==> src/rtl/mux_2x1_arbiter.sv <==
// Round-robin arbiter sharing one 2:1 mux between requesters A and B.
// Optional transfer counters are enabled with `define MUX_ARB_CNT_EN.

module mux_2x1 #(
   parameter int WIDTH = 8
) (
   input  logic [WIDTH-1:0] A,
   input  logic [WIDTH-1:0] B,
   input  logic             SEL,
   output logic [WIDTH-1:0] Y
);
   assign Y = SEL ? B : A;
endmodule

module mux_2x1_arbiter #(
   parameter int WIDTH = 8,
   parameter int CNT_W = 16
) (
   input  logic             CLK,
   input  logic             RST,
   input  logic             REQ_A,
   input  logic [WIDTH-1:0] A,
   output logic             GNT_A,
   input  logic             REQ_B,
   input  logic [WIDTH-1:0] B,
   output logic             GNT_B,
   output logic [WIDTH-1:0] Y,
   output logic             VALID,
   input  logic             READY,
   output logic             SEL
`ifdef MUX_ARB_CNT_EN
   ,
   output logic [CNT_W-1:0] CNT_A,
   output logic [CNT_W-1:0] CNT_B
`endif
);

   logic [WIDTH-1:0] y_q, y_d;
   logic             valid_q, valid_d;
   logic             sel_q, sel_d;
   logic             last_q, last_d;

   logic             open_w;
   logic             both_w;
   logic             win_a_w;
   logic             win_b_w;
   logic             xfer_w;
   logic [WIDTH-1:0] mux_y_w;

   assign open_w  = !valid_q | READY;
   assign both_w  = REQ_A & REQ_B;
   // On contention the requester not served last wins.
   assign win_a_w = open_w & (both_w ? last_q  : REQ_A);
   assign win_b_w = open_w & (both_w ? !last_q : REQ_B);
   assign xfer_w  = win_a_w | win_b_w;

   assign GNT_A = win_a_w;
   assign GNT_B = win_b_w;

   mux_2x1 #(.WIDTH(WIDTH)) u_mux (
      .A   (A),
      .B   (B),
      .SEL (win_b_w),
      .Y   (mux_y_w)
   );

   always_comb begin
      y_d     = y_q;
      valid_d = valid_q;
      sel_d   = sel_q;
      last_d  = last_q;
      if (xfer_w) begin
         y_d     = mux_y_w;
         valid_d = 1'b1;
         sel_d   = win_b_w;
         last_d  = win_b_w;
      end else if (valid_q & READY) begin
         valid_d = 1'b0;
      end
   end

   always_ff @(posedge CLK or posedge RST) begin
      if (RST) begin
         y_q     <= '0;
         valid_q <= 1'b0;
         sel_q   <= 1'b0;
         last_q  <= 1'b1;
      end else begin
         y_q     <= y_d;
         valid_q <= valid_d;
         sel_q   <= sel_d;
         last_q  <= last_d;
      end
   end

   assign Y     = y_q;
   assign VALID = valid_q;
   assign SEL   = sel_q;

`ifdef MUX_ARB_CNT_EN
   logic [CNT_W-1:0] cnt_a_q, cnt_a_d;
   logic [CNT_W-1:0] cnt_b_q, cnt_b_d;

   // Counters stick at all ones instead of wrapping.
   always_comb begin
      cnt_a_d = cnt_a_q;
      cnt_b_d = cnt_b_q;
      if (win_a_w && (cnt_a_q != '1)) cnt_a_d = cnt_a_q + 1'b1;
      if (win_b_w && (cnt_b_q != '1)) cnt_b_d = cnt_b_q + 1'b1;
   end

   always_ff @(posedge CLK or posedge RST) begin
      if (RST) begin
         cnt_a_q <= '0;
         cnt_b_q <= '0;
      end else begin
         cnt_a_q <= cnt_a_d;
         cnt_b_q <= cnt_b_d;
      end
   end

   assign CNT_A = cnt_a_q;
   assign CNT_B = cnt_b_q;
`endif

endmodule

==> config.mk <==
export PLATFORM = sky130hd
export DESIGN_NAME = mux_2x1_arbiter
export DESIGN_NICKNAME = d
export VERILOG_FILES = /design/src/rtl/mux_2x1_arbiter.sv
export SDC_FILE = /design/constraint.sdc
export NUM_CORES = 1
export LEC_CHECK = 0
export BUFFER_PORTS_ARGS = -buffer_cell sky130_fd_sc_hd__buf_2
export CORE_MARGIN = 1
export CORE_UTILIZATION = 42
export CTS_CLUSTER_SIZE = 10
export DETAILED_ROUTE_END_ITERATION = 12
export MAX_ROUTING_LAYER = met4
export PLACE_DENSITY = 0.73
export RECOVER_POWER = 100
export REMOVE_ABC_BUFFERS = 1
export SYNTH_ARGS = -nofsm -noshare
export SYNTH_HDL_FRONTEND = slang
export SYNTH_SLANG_ARGS = --single-unit
==> constraint.sdc <==
create_clock -name CLK -period 1.8 [get_ports CLK]
set_input_delay 0.36 -clock CLK [delete_from_list [all_inputs] [get_ports CLK]]
set_output_delay 0.36 -clock CLK [all_outputs]
set_load 0.1 [all_outputs]
==> metrics <==
H-tree depth=1; fill cell count=121; Startpoint Class=register; async set or reset register ratio after synthesis=100%; max-slew violations=0; Max-cap violations=0; Antenna Cells=0; gpl congestion=0.765; fmax=0.591 GHz; area leader, netlist=dfrtp_1; Worst VDD drop=0.000622 V; initial antenna violation count=0; DR vias=583; Critical Path RT=1.44 ns; Non-Filler Instances=113; final hold vios=0; drt wl/cell=13.0 microns; most common cell after layout, fill and taps aside=buf_2; Crit. End Element=primary output; initial core utilization=46.6%; CP max FO=3; reg2reg end=Y[2]; unrepaired setup endpoints after global routing=false; Post-DP HPWL=1130 microns; Syn Inst Count=60; DIE AREA=0.00164 sq mm; status=finished clean; Worst Clk Skew=0.00471 ns; Synth area leaders=dfrtp_1, o311ai_2, nand4_1, inv_1, dfstp_2; Top-Level Pins=33; setup TNS=0 ns; CTS Buffer Depth=2; Clock transition at path regs=0.07 ns; r2r setup slk=0.22 ns; Worst-Skew Late Latency=0.26 ns; Post-synth EDFFs=0; hold slack=0.0783 ns; chip height=40.5 microns; layout cells sized above 1=45.9%; Initial DRC Count=14; routed wire length=1470 microns; first-pass GRT wire length=2280 microns; Power, Total=937 uW; PortBufs=32; period utilisation layout=94.0%; Worst Setup SP=last_q; post-cts resize count=0; Residual DRC=0; CTS Hold Bufs=0; Least-Margin Pin Slew=0.544 ns; Seq/Total Area, Yosys=44.5%; Clock Tree Root=clkbuf_4; vias in the first global route=527; DRT Pass-1 Iters=3; multi-input logic area=260 sq um; Reg area=277 sq um; mapped cell area=622 sq um; num rows=13; Vias per Instance=5.16; CP endpoint=GNT_A; CORE AREA=0.00133 sq mm; LEAKAGE=0.411 nW; Register-to-Register Path Depth=5; CTS tree=yes; Final ANT Viol Nets=0; share of the synthesized area in the top cell type=40.2%; Hold Path Class=in -> async; final worst slack=0.108 ns; synthesized flop and latch total=11; largest net degree at the start of global routing=13; Place WS=0.316 ns; clock net sink count=11; # Post-CTS Setup Buffers=0; NumNets Final=120; Netlist cell types=19; most frequent cells in the layout=buf_2, dfrtp_1, inv_1; Worst R2R Start=VALID; Tmin final=1.69 ns; Ys Warns=0; crit path DAT=1.33 ns; global-route usage over all layers=22.5%; DP Cell Count=109; setup-violating endpoint count in the final report=0; Num CTS Buffers=3; Worst slew margin=63.9%; pwr/cell area=1140 mW/mm^2; Post-synth top flop=dfrtp_1; die width=40.5 microns; Syn Area/Cell=10.4 sq um; synthesis-to-finish area growth=31.6%; Crit Path Class=reg -> out; gr ovfl total=0
## final cells by class
class / count / area share, %
Tap cell: 15 / 2.29
Inverter: 10 / 4.59
Sequential cell: 11 / 33.8
Clock buffer: 4 / 3.21
Multi-Input combinational cell: 35 / 31.8
Timing Repair Buffer: 38 / 24.3
## logic make-up after synthesis
family / share of synthesized area [%]
AOI/OAI and AO/OA: 30.8
and+or+nand+nor: 14.7
DFF: 44.5
buffers and inverters: 10.1
## registers in the layout, indices dropped and copies added (netlist names)
signal / flops
SEL: 1
Y: 8
VALID: 1
last_q: 1
## per-stage QoR
step                util, %  instance area, sq um
global placement       63.8                   851
finish                 61.4                   818
global route           61.4                   818
floorplan                 -                   597
CTS                    65.8                   877
detailed placement     63.8                   851
## critical path: stages (launching register included)
cell      delay (ns)
dfstp_2         0.55
o21ai_0         0.07
nor2_1          0.10
clkbuf_4        0.34
## worst min-delay path by stage
stage,start,to
after global routing,RST,Y[6]
final,RST,Y[6]
after global placement,RST,Y[6]
after floorplan,RST,SEL
after CTS,RST,VALID
after detailed placement,RST,VALID
## metal layers
metal  track usage, %  share of wire, %  vias to the layer above
li1                 -                 -                      299
met1             29.6                48                      262
met2             33.7                46                       20
met3             3.33               5.2                        2
met4             10.0              0.68                        0
met5                -                 0                        -
## where the power goes
part	internal (mW)	switching [mW]	leakage, nW	total (mW)
clock network	0.0856	0.0784	0.0150	0.164
registers	0.288	0.0200	0.127	0.308
logic	0.0904	0.375	0.268	0.465
total	0.464	0.473	0.411	0.937
## Yosys cell counts (2+ instances only)
master and number:
inv_1 10, o21ai_0 4, o311ai_2 7, a21o_1 2
o21ai_1 5, buf_2 2, nand4_1 8, nor2_1 2
dfrtp_1 10
No activity file was read; power rests on OpenSTA's default activity.
